`config.mk`:
```
export PLATFORM = sky130hd
export DESIGN_NAME = mem_bus_arbiter
export DESIGN_NICKNAME = d
export VERILOG_FILES = /design/src/rtl/mem_bus_arbiter_pkg.sv /design/src/rtl/rr_arbiter2.sv /design/src/rtl/mem_bus_arbiter.sv
export SDC_FILE = /design/constraint.sdc
export NUM_CORES = 1
export LEC_CHECK = 0
export CORE_UTILIZATION = 44
export DETAILED_ROUTE_END_ITERATION = 7
export PLACE_DENSITY = 0.84
export SKIP_CTS_REPAIR_TIMING = 1
export SLEW_MARGIN = 20
export SYNTH_ARGS = -nofsm -noshare
export SYNTH_HDL_FRONTEND = slang
export SYNTH_SLANG_ARGS = --single-unit
```
`constraint.sdc`:
```
create_clock -name clk -period 4.69 [get_ports clk]
set_clock_uncertainty 0.1 [all_clocks]
set_input_delay 1.407 -clock clk [delete_from_list [all_inputs] [get_ports clk]]
set_output_delay 1.407 -clock clk [all_outputs]
set_load 0.01 [all_outputs]
```
`src/rtl/mem_bus_arbiter_pkg.sv`:
```
// ---------------------------------------------------------------------------
// mem_bus_arbiter_pkg
//   Shared definitions for the memory bus arbiter: FSM state encodings,
//   requester port identifiers and the width of the read-latency counter.
//   Imported by rr_arbiter2 and mem_bus_arbiter.
// ---------------------------------------------------------------------------
package mem_bus_arbiter_pkg;

    // Arbiter FSM states. IDLE picks a winner, ISSUE drives the strobe for
    // exactly one cycle, WAIT counts down the memory read latency.
    typedef enum logic [1:0] {
        ST_IDLE  = 2'd0,
        ST_ISSUE = 2'd1,
        ST_WAIT  = 2'd2
    } state_t;

    // Requester identifiers. The value doubles as the bit index of that
    // requester in the two-bit request/grant vectors.
    localparam logic PORT_F = 1'b0;
    localparam logic PORT_D = 1'b1;

    // Read-latency counter width; holds RD_LAT values 1..7.
    localparam int CNT_W = 3;

    // Port id of a one-hot grant vector (bit 1 set means the data port).
    function automatic logic grant_port(input logic [1:0] grant);
        return grant[PORT_D];
    endfunction

endpackage : mem_bus_arbiter_pkg

```
`src/rtl/rr_arbiter2.sv`:
```
// ---------------------------------------------------------------------------
// rr_arbiter2
//   Purely combinational two-requester round-robin picker.
//   A lone request wins outright; on a tie the requester that was NOT granted
//   last wins, so neither side waits behind more than one foreign grant.
// Ports
//   req        in  [1:0]  request vector, bit PORT_F = fetch, bit PORT_D = data
//   last_grant in  1      port id of the most recent grant
//   grant      out [1:0]  one-hot grant (all zero when no request)
// ---------------------------------------------------------------------------
module rr_arbiter2
    import mem_bus_arbiter_pkg::*;
(
    input  logic [1:0] req,
    input  logic       last_grant,
    output logic [1:0] grant
);

    always_comb begin
        grant = req;
        if (req == 2'b11) begin
            if (last_grant == PORT_D) begin
                grant = 2'b01;
            end else begin
                grant = 2'b10;
            end
        end
    end

endmodule : rr_arbiter2

```
`src/rtl/mem_bus_arbiter.sv`:
```
// ---------------------------------------------------------------------------
// mem_bus_arbiter
//   Serialises instruction fetches (port F, ROM reads) and data accesses
//   (port D, RAM reads/writes) onto one shared memory bus so that ROM and RAM
//   never drive data_in in the same cycle. One transaction is in flight at a
//   time; ties are broken round-robin.
//
//   Transaction flow:
//     reads : IDLE -> ISSUE -> WAIT (RD_LAT cycles) -> IDLE (valid pulse)
//     writes: IDLE -> ISSUE -> IDLE (d_gnt marks completion)
//
// Handshake
//   A requester raises *_req with its address/data stable and keeps it until
//   its *_gnt pulse. The request is latched in IDLE, so the transaction
//   completes even if req drops afterwards. Read data is presented on
//   *_rdata together with a one-cycle *_valid pulse; *_rdata then holds until
//   the next read for that port completes.
//
// Ports
//   clk, reset                 clock (posedge), synchronous active-low reset
//   f_req/f_addr               fetch request and ROM address
//   f_gnt/f_rdata/f_valid      fetch issue pulse, read data, data-valid pulse
//   d_req/d_we/d_addr/d_wdata  data request, write enable, RAM address, data
//   d_gnt/d_rdata/d_valid      data issue pulse, read data, data-valid pulse
//   addr_out/data_out          shared memory address and RAM write data
//   rom_rd/ram_rd/ram_wr       memory strobes (at most one high per cycle)
//   data_in                    shared ROM/RAM read data
//
// Parameters
//   DATA_W  data bus width
//   ADDR_W  address bus width
//   RD_LAT  cycles from read strobe to data_in valid, 1..7
// ---------------------------------------------------------------------------
module mem_bus_arbiter
    import mem_bus_arbiter_pkg::*;
#(
    parameter int DATA_W = 14,
    parameter int ADDR_W = 12,
    parameter int RD_LAT = 1
) (
    input  logic              clk,
    input  logic              reset,

    input  logic              f_req,
    input  logic [ADDR_W-1:0] f_addr,
    output logic              f_gnt,
    output logic [DATA_W-1:0] f_rdata,
    output logic              f_valid,

    input  logic              d_req,
    input  logic              d_we,
    input  logic [ADDR_W-1:0] d_addr,
    input  logic [DATA_W-1:0] d_wdata,
    output logic              d_gnt,
    output logic [DATA_W-1:0] d_rdata,
    output logic              d_valid,

    output logic [ADDR_W-1:0] addr_out,
    output logic [DATA_W-1:0] data_out,
    output logic              rom_rd,
    output logic              ram_rd,
    output logic              ram_wr,
    input  logic [DATA_W-1:0] data_in
);

    localparam logic [CNT_W-1:0] LAT_INIT = CNT_W'(RD_LAT);

    // FSM state
    state_t              r_state;
    state_t              w_next_state;

    // Transaction latched in IDLE
    logic                r_port;
    logic                r_we;
    logic [ADDR_W-1:0]   r_addr;
    logic [DATA_W-1:0]   r_wdata;

    // Read-latency countdown and round-robin history
    logic [CNT_W-1:0]    r_cnt;
    logic                r_last_grant;

    // Per-port read results
    logic [DATA_W-1:0]   r_f_rdata;
    logic [DATA_W-1:0]   r_d_rdata;
    logic                r_f_valid;
    logic                r_d_valid;

    logic [1:0]          w_req;
    logic [1:0]          w_grant;
    logic                w_pick;
    logic                w_win_port;
    logic                w_read_done;

    assign w_req[PORT_F] = f_req;
    assign w_req[PORT_D] = d_req;

    rr_arbiter2 u_rr (
        .req        (w_req),
        .last_grant (r_last_grant),
        .grant      (w_grant)
    );

    assign w_pick      = (w_grant != 2'b00);
    assign w_win_port  = grant_port(w_grant);
    // The counter was loaded with RD_LAT on entry to WAIT, so data_in is
    // valid in the WAIT cycle where the counter shows 1.
    assign w_read_done = (r_state == ST_WAIT) && (r_cnt == CNT_W'(1));

    // -----------------------------------------------------------------------
    // State register and datapath registers
    // -----------------------------------------------------------------------
    always_ff @(posedge clk) begin
        if (!reset) begin
            r_state      <= ST_IDLE;
            r_port       <= PORT_F;
            r_we         <= 1'b0;
            r_addr       <= '0;
            r_wdata      <= '0;
            r_cnt        <= '0;
            r_last_grant <= PORT_D;
            r_f_rdata    <= '0;
            r_d_rdata    <= '0;
            r_f_valid    <= 1'b0;
            r_d_valid    <= 1'b0;
        end else begin
            r_state   <= w_next_state;
            r_f_valid <= 1'b0;
            r_d_valid <= 1'b0;

            case (r_state)
                ST_IDLE: begin
                    if (w_pick) begin
                        r_port       <= w_win_port;
                        r_last_grant <= w_win_port;
                        if (w_win_port == PORT_D) begin
                            r_we    <= d_we;
                            r_addr  <= d_addr;
                            r_wdata <= d_wdata;
                        end else begin
                            r_we    <= 1'b0;
                            r_addr  <= f_addr;
                            r_wdata <= '0;
                        end
                    end
                end

                ST_ISSUE: begin
                    r_cnt <= LAT_INIT;
                end

                ST_WAIT: begin
                    if (w_read_done) begin
                        r_cnt <= '0;
                        if (r_port == PORT_F) begin
                            r_f_rdata <= data_in;
                            r_f_valid <= 1'b1;
                        end else begin
                            r_d_rdata <= data_in;
                            r_d_valid <= 1'b1;
                        end
                    end else begin
                        r_cnt <= r_cnt - CNT_W'(1);
                    end
                end

                default: begin
                    r_cnt <= '0;
                end
            endcase
        end
    end

    // -----------------------------------------------------------------------
    // Next-state and bus outputs (decoded from registered state only)
    // -----------------------------------------------------------------------
    always_comb begin
        w_next_state = r_state;
        addr_out     = '0;
        data_out     = '0;
        rom_rd       = 1'b0;
        ram_rd       = 1'b0;
        ram_wr       = 1'b0;
        f_gnt        = 1'b0;
        d_gnt        = 1'b0;

        case (r_state)
            ST_IDLE: begin
                if (w_pick) begin
                    w_next_state = ST_ISSUE;
                end
            end

            ST_ISSUE: begin
                addr_out = r_addr;
                if (r_port == PORT_F) begin
                    rom_rd       = 1'b1;
                    f_gnt        = 1'b1;
                    w_next_state = ST_WAIT;
                end else if (r_we) begin
                    ram_wr       = 1'b1;
                    data_out     = r_wdata;
                    d_gnt        = 1'b1;
                    w_next_state = ST_IDLE;
                end else begin
                    ram_rd       = 1'b1;
                    d_gnt        = 1'b1;
                    w_next_state = ST_WAIT;
                end
            end

            ST_WAIT: begin
                // Address stays on the bus while the memory returns data.
                addr_out = r_addr;
                if (w_read_done) begin
                    w_next_state = ST_IDLE;
                end
            end

            default: begin
                w_next_state = ST_IDLE;
            end
        endcase
    end

    assign f_rdata = r_f_rdata;
    assign f_valid = r_f_valid;
    assign d_rdata = r_d_rdata;
    assign d_valid = r_d_valid;

endmodule : mem_bus_arbiter

```
After elaboration in Yosys (flattened, before gate mapping)
Index checks and enable logic that the tools add are counted.
{"block": "op_classes", "muxes": 26, "n_eq_ne": 6, "bitwise_logic": 1, "add_sub_neg": 1, "reduce_logical": 9}
{"operator": "$mux 14", "n": 4}
{"operator": "$mux 12", "n": 2}
{"operator": "$mux 2", "n": 6}
{"operator": "$mux 1", "n": 11}
{"operator": "$pmux 3 s3", "n": 1}
{"operator": "$reduce_and 3->1", "n": 3}
{"operator": "$pmux 2 s3", "n": 1}
{"operator": "$eq 2x2->1 const B", "n": 2}
{"operator": "$ne 2x2->1 const B", "n": 2}
{"operator": "$reduce_and 2->1", "n": 2}
{"operator": "$eq 3x1->1 const B", "n": 1}
{"operator": "$mux 3", "n": 1}
{"operator": "$sub 3x1->3 const B", "n": 1}
{"operator": "$eq 2x1->1 const B", "n": 1}
{"operator": "$logic_not 2->1", "n": 1}
{"operator": "$reduce_bool 2->1", "n": 1}
{"operator": "$reduce_or 2->1", "n": 1}
{"operator": "$logic_and 1x1->1", "n": 1}
{"operator": "$not 1->1", "n": 1}
{"block": "word_totals", "ff_bits": 64, "wordCells": 54, "in_bits": 57}

Longest topological paths before layout
Gate-level depths: netlist of the first run.
{"block": "logic_depth", "word_depth": 5, "ltp_mapped": 7}

Hierarchy
From an unflattened synthesis of the first run, not the netlist that was laid out.
{"block": "unflattened", "cells_unflattened": 319, "area_unflattened_um2": 2808.9}
{"mod": "mem_bus_arbiter", "cells_per_inst": 316, "area_per_inst_um2": 2790.2, "instances": 1, "seq_area_each_um2": 1281.2}
{"mod": "rr_arbiter2", "cells_per_inst": 3, "area_per_inst_um2": 18.8, "instances": 1, "seq_area_each_um2": 0.0}

Least setup slack after synthesis of the first run
OpenSTA, ideal clock, no wires.
{"block": "synth_path", "kind": "register -> output", "startpoint": "reg r_state[1]", "endpoint": "out data_out[10]", "stages_incl_launch_ff": 6, "arrival_time_ns": 1.246, "slack_ns": 1.937, "path_buffers": 1, "cell_sequence": "dfxtp_1 > inv_1 > ha_1 > and3_1 > clkbuf_1 > and2_1"}
{"block": "synth_via", "elab_chain_cells": 2}
{"item": "from (decl)", "line": "mem_bus_arbiter.sv:69", "rtl": "state_t r_state;"}
{"item": "from (signal assigned)", "line": "mem_bus_arbiter.sv:126", "rtl": "r_state <= w_next_state;"}
{"item": "$eq 2x1->1", "line": "mem_bus_arbiter.sv:186", "rtl": "case (r_state)"}
{"item": "$mux 14", "line": "mem_bus_arbiter.sv:186"}
{"item": "to (decl)", "line": "mem_bus_arbiter.sv:59", "rtl": "output logic [DATA_W-1:0] data_out,"}
Every way passes these cells.

Final worst setup path of the first run
{"block": "layout_path", "startpoint": "reg r_state[1]", "endpoint": "out data_out[2]"}
The elaborated chain is that of the path after synthesis.

==> impl_metrics.toml, run 1 <==
[routing]
wl_per_cell_um = 13.8
ant_nets = 0
met2_length_mm = 3.23
drc = 0
drt_pre_antenna_iters = 4
via_count = 2479
highest-signal-layer = "met4"
wl_met3_um = 256
first_iter_violations = 121
met1_length_mm = 2.98
via_per_inst = 5.14
wirelength_mm = 6.64

[cts]
cts_root_buf = "clkbuf_8"
clock_latency_ns = 0.33
clk_pin_slew_ns = 0.07
cts_tree = "built"
cts_max_path_buffers = 2
h-tree-depth = 3
clkSinkCount = 64
cts_buffers = 9

[critical_path]
crit_chain = "inv_1 -> ha_1 -> and3_1 -> and2_1 -> clkdlybuf4s50_1"
crit_slowest_cell = "clkdlybuf4s50_1"
crit_fanout = 15
crit_path_end_kind = "output pin"
arrival_ns = 2.08
crit_type = "reg2out"
start_kind = "register"
required_ns = 3.18
slowest_delay_ns = 0.55

[synthesis]
synth_nets = 361
ys_ff_latch = 64
netlist_area_um2 = 2610
ys_seq_area_share_pct = 49.2
synth_top_family_by_area = "simple AND/OR/NAND/NOR gates"
synth_fa_ha_area_share_pct = 2.40
netlist-cell-type-count = 35
syn_area_per_cell_um2 = 8.72
synthMuxAreaShare_pct = 0.384
synthXorXnorAreaFrac_pct = 0
ys_warn_count = 0
synthCells = 299
synth-simple-area-share_pct = 23.3
synth_compound_area_share_pct = 19.3

[die]
start_util_pct = 46.5
die-height_um = 79.0
dieArea_um2 = 6230
die_x_um = 79.0
io-pin-count = 118
rows = 27
core-area_um2 = 5610

[sta]
hold_slack_ns = 0.354
finalHoldViolations = 0
rsz0062_at_grt = "no"
slew_viol_final = 0
worst_pin_slew_ns = 1.06
finalSetupViolations = 0
fin_crit_sh_pct = 76.6
fin_crit_ns = 3.59
slew_headroom_pct = 28.9
timing.fmax_mhz = 278
tns_ns = 0

[finish]
synthToLayoutAreaGrowth_pct = 51.8
drive_above_1_share_pct = 5.12
final_cells = 482
nets = 468
n_antenna_cell = 0
final_cell_mix = "clkdlybuf4s50_1 (116), dfxtp_1 (64), nand2_1 (43), o21ai_0 (39), nand3_1 (30)"
final_common_cell = "clkdlybuf4s50_1"

[grt]
antenna_found_initial = 0
grt_max_degree = 42
grt_pass1_wl_mm = 10.8
grt_pass1_vias = 2310
grt.total_usage_pct = 22.1
overflow = 0

[pwr]
p_leak_nw = 1.49
seqPwrFrac_pct = 45.7
p_per_area_nw_per_um2 = 333
comb_power_share_pct = 19.7
p_switching_mw = 0.348
p_clk_share_pct = 34.6
max-vdd-ir-drop_mv = 0.249
internal-power_mw = 0.969
sw_frac_of_total_pct = 26.4

[place]
placed_cells = 466
gp_congestion = 0.742
hpwl_mm = 4.71
io_buffers = 117

[outcome]
outcome = "finished, final reports clean"

[hold_path]
worst_hold_path_type = "reg2reg"

[run]
cap_violations = 0
[final cells by class]
cell class / instances / area [um^2]
fillers: 453 / 1650
flip-flops and latches: 64 / 1280
repair buffers: 120 / 1200
multi-input cells: 206 / 1180
clock buffers: 11 / 141
well taps: 72 / 90.1
clock inverters: 4 / 45.0
inverters: 5 / 18.8
[metrics by stage]
step	instance area [um^2]	utilization [%]	worst slack (ns)	total power, mW
6_report	3960	70.5	1.10	1.32
5_1_grt	3960	70.5	0.915	1.38
4_1_cts	3940	70.3	1.07	1.32
3_5_place_dp	3750	66.9	1.24	0.872
3_3_place_gp	3750	66.9	1.29	0.865
2_1_floorplan	2610	-	1.94	0.757
[critical path, delay by kind of cell (launching register included)]
family / cells / cell delay (ns)
adders and majority gates: 1 / 0.22
buffers and inverters: 2 / 0.63
DFF: 1 / 0.33
and+or+nand+nor: 2 / 0.59
[Yosys cell counts]
| library cell | count | share of area, % |
|---|---|---|
| o21a_1 | 1 | 0.29 |
| a32oi_1 | 1 | 0.34 |
| o2bb2ai_1 | 1 | 0.34 |
| nand2_1 | 43 | 6.2 |
| nand4bb_1 | 1 | 0.43 |
| mux2i_1 | 1 | 0.38 |
| o21ai_0 | 39 | 7.5 |
| and2_1 | 27 | 6.5 |
| nand2b_1 | 1 | 0.24 |
| a31oi_1 | 13 | 3.1 |
| nor2_2 | 1 | 0.24 |
| dfxtp_1 | 64 | 49 |
| nor4bb_1 | 1 | 0.38 |
| a21boi_0 | 1 | 0.29 |
| ha_1 | 5 | 2.4 |
| a21bo_2 | 1 | 0.38 |
| and3_1 | 3 | 0.72 |
| buf_1 | 3 | 0.43 |
| o21ai_1 | 3 | 0.58 |
| buf_2 | 12 | 2.3 |
| nor2_1 | 6 | 0.86 |
| nand4b_1 | 1 | 0.34 |
| buf_6 | 2 | 0.86 |
| a21oi_1 | 2 | 0.38 |
| nor3b_1 | 1 | 0.29 |
| a22o_1 | 15 | 5.0 |
| and3b_1 | 1 | 0.34 |
| clkbuf_1 | 6 | 0.86 |
| nand3b_1 | 2 | 0.58 |
| nand3_1 | 30 | 5.8 |
| nor2b_1 | 2 | 0.48 |
| inv_1 | 5 | 0.72 |
| a22oi_1 | 2 | 0.58 |
| buf_4 | 1 | 0.29 |
| a21boi_2 | 1 | 0.43 |
[routing by layer]
metal	vias up	track usage (%)
met3	17	4.71
met1	1144	27.3
met4	0	10.9
li1	1252	-
met2	66	36.5
met5	-	0
[logic make-up after synthesis]
| group | after synthesis |
|---|---|
| compound gates | 80 |
| simple gates | 120 |
| fa+ha+maj | 5 |
| buf+inv | 29 |
| mux | 1 |
| flops | 64 |
[worst paths after layout]
check                      startpoint                        to  slack [ns]  cells after the start
min          d_rdata[11]$_SDFFE_PN0P_  d_rdata[11]$_SDFFE_PN0P_        0.35                      2
min reg2reg  d_rdata[11]$_SDFFE_PN0P_  d_rdata[11]$_SDFFE_PN0P_        0.35                      2
max           r_state[1]$_SDFFE_PN0P_               data_out[2]        1.10                      5
max reg2reg   r_state[0]$_SDFFE_PN0P_   f_rdata[5]$_SDFFE_PN0P_        2.32                      5
[registers in the layout, indices dropped and copies added, names as in the netlist, 2 cells and up]
register	flops
d_rdata	14
f_rdata	14
r_addr	12
r_cnt	3
r_state	2
r_wdata	14
[power groups by stage]
stage	Combinational (mW)	Sequential (mW)	Clock, mW
final	0.260	0.601	0.456
after global routing	0.284	0.606	0.490
after CTS	0.261	0.601	0.462
after detailed placement	0.260	0.613	0
after global placement	0.254	0.611	0
after floorplan	0.150	0.607	0
Power figures use the tool's default switching activity.
==> run 2, diff against run 1 <==
Settings changed: CORE_UTILIZATION 44 to 37, PLACE_DENSITY 0.84 to 0.75.
Clock period 4.69 ns to 3 ns, I/O delays scaled along.
==> impl_metrics.toml, run 2 (synthesized netlist as in run 1, its figures left out) <==
[outcome]
outcome = "finished, final reports clean"

[grt]
met2_usage_pct = 29.4
overflow = 0
grt_max_degree = 43
antenna_found_initial = 0
use_met3_pct = 5.20
grtUsageMet1_pct = 22.8
grt_pass1_wl_mm = 10.4
grt_pass1_vias = 2231
grt.total_usage_pct = 17.9
top_usage_layer = "met2"

[pwr]
p_leak_nw = 1.51
internal-power_mw = 1.61
p_clk_share_pct = 37.7
p_switching_mw = 0.560
p_total_mw = 2.17
p_per_area_nw_per_um2 = 538
max-vdd-ir-drop_mv = 0.348
comb_power_share_pct = 19.0
sw_frac_of_total_pct = 25.8
seqPwrFrac_pct = 43.3

[finish]
synthToLayoutAreaGrowth_pct = 54.8
final_common_cell = "clkdlybuf4s50_1"
nets = 470
utilization_pct = 59.4
n_antenna_cell = 0
drive_above_1_share_pct = 6.54
final_cell_mix = "clkdlybuf4s50_1 (116), dfxtp_1 (64), nand2_1 (43), o21ai_0 (39), nand3_1 (30)"

[critical_path]
crit_type = "reg2out"
arrival_ns = 1.97
crit_chain = "inv_1 -> ha_2 -> and2_1 -> clkdlybuf4s50_1"
r2r-start = "r_state[0]$_SDFFE_PN0P_"
crit_path_end_kind = "output pin"
crit_fanout = 17
worst_r2r_endpoint = "f_rdata[0]$_SDFFE_PN0P_"
slowest_delay_ns = 0.56
r2r_slack_ns = 0.69
start_kind = "register"
required_ns = 2.00
r2r_cells = 5
crit_slowest_cell = "clkdlybuf4s50_1"

[cts]
cts_root_buf = "clkbuf_8"
clkSinkCount = 64
cts_buffers = 9
clock_latency_ns = 0.32
cts_tree = "built"
cts_max_path_buffers = 2
h-tree-depth = 3
clk_pin_slew_ns = 0.07

[sta]
finalHoldViolations = 0
fin_crit_ns = 2.97
slew_viol_final = 0
slew_headroom_pct = 29.6
rsz0062_at_grt = "yes"
fin_crit_sh_pct = 98.9
finalSetupViolations = 0
hold_slack_ns = 0.360
timing.fmax_mhz = 337
worst_pin_slew_ns = 1.05

[hold_path]
worst_hold_path_type = "reg2reg"
hold_depth = 2
min_to = "d_rdata[11]$_SDFFE_PN0P_"
holdCritStartpoint = "d_rdata[11]$_SDFFE_PN0P_"

[die]
die-height_um = 85.9
core-area_um2 = 6790
rows = 30
die_x_um = 85.9
start_util_pct = 38.4
io-pin-count = 118
dieArea_um2 = 7380

[routing]
ant_nets = 0
via_per_inst = 4.78
first_iter_violations = 78
drt_pre_antenna_iters = 4
via_count = 2433
drc = 0
wl_per_cell_um = 13.0
wirelength_mm = 6.60

[place]
io_buffers = 117
gp_congestion = 0.780
hpwl_mm = 4.58

[run]
cap_violations = 0
==> run 2: changes by cell type in the layout (fill, tap and decap cells not counted), sizes merged <==
cell / before / now
bufinv: 1 / 2
buf: 4 / 6
clkbuf: 11 / 10
clkinvlp: 0 / 1
==> run 2: area by class of cell <==
class                           instances  area [um^2]
Clock buffer                           10          138
Sequential cell                        64         1280
Clock inverter                          6         82.6
Inverter                                5         18.8
Fill cell                             612         2760
Timing Repair Buffer                  122         1200
Tap cell                               96          120
Multi-Input combinational cell        206         1190
==> run 2: through the flow <==
step	instance area (um^2)	setup WS [ns]	TNS [ns]	std cells
after CTS	4030	-0.146	-2.58	509
after detailed placement	3810	0.220	0	493
after global routing	4030	-0.0892	-1.32	509
after floorplan	2610	0.754	0	299
after global placement	3810	0.291	0	493
final	4030	0.0316	0	509
==> run 2: power by group through the flow <==
stage,Combinational [mW],Sequential (mW),Clock [mW]
3_5_place_dp,0.409,0.958,0
6_report,0.413,0.940,0.818
3_3_place_gp,0.405,0.956,0
5_1_grt,0.455,0.948,0.880
4_1_cts,0.410,0.939,0.830
2_1_floorplan,0.235,0.949,0
==> run 2: worst max-delay path: cells and delay by family, from the launching register on <==
family | cells | cell delay, ns
DFF | 1 | 0.36
and+or+nand+nor | 1 | 0.16
adders and majority gates | 1 | 0.48
buffers and inverters | 2 | 0.64
==> run 2: worst max path at each step <==
stage / startpoint / to / slack (ns) / cells after the start
after floorplan: r_state[1]$_SDFFE_PN0P_ / data_out[10] / 0.75 / 5
after global placement: r_state[0]$_SDFFE_PN0P_ / addr_out[4] / 0.29 / 4
after detailed placement: r_state[1]$_SDFFE_PN0P_ / data_out[2] / 0.22 / 5
after CTS: r_state[1]$_SDFFE_PN0P_ / data_out[2] / -0.15 / 5
after global routing: r_state[1]$_SDFFE_PN0P_ / addr_out[7] / -0.09 / 4
final: r_state[0]$_SDFFE_PN0P_ / addr_out[4] / 0.03 / 4
==> run 2: per-layer routing <==
metal | share of wire (%) | routed length (um) | up-vias
met4 | 1.3 | 86 | 0
met5 | 0 | 0 | -
met1 | 46 | 3040 | 1104
li1 | - | - | 1258
met3 | 4.1 | 269 | 8
met2 | 49 | 3200 | 63
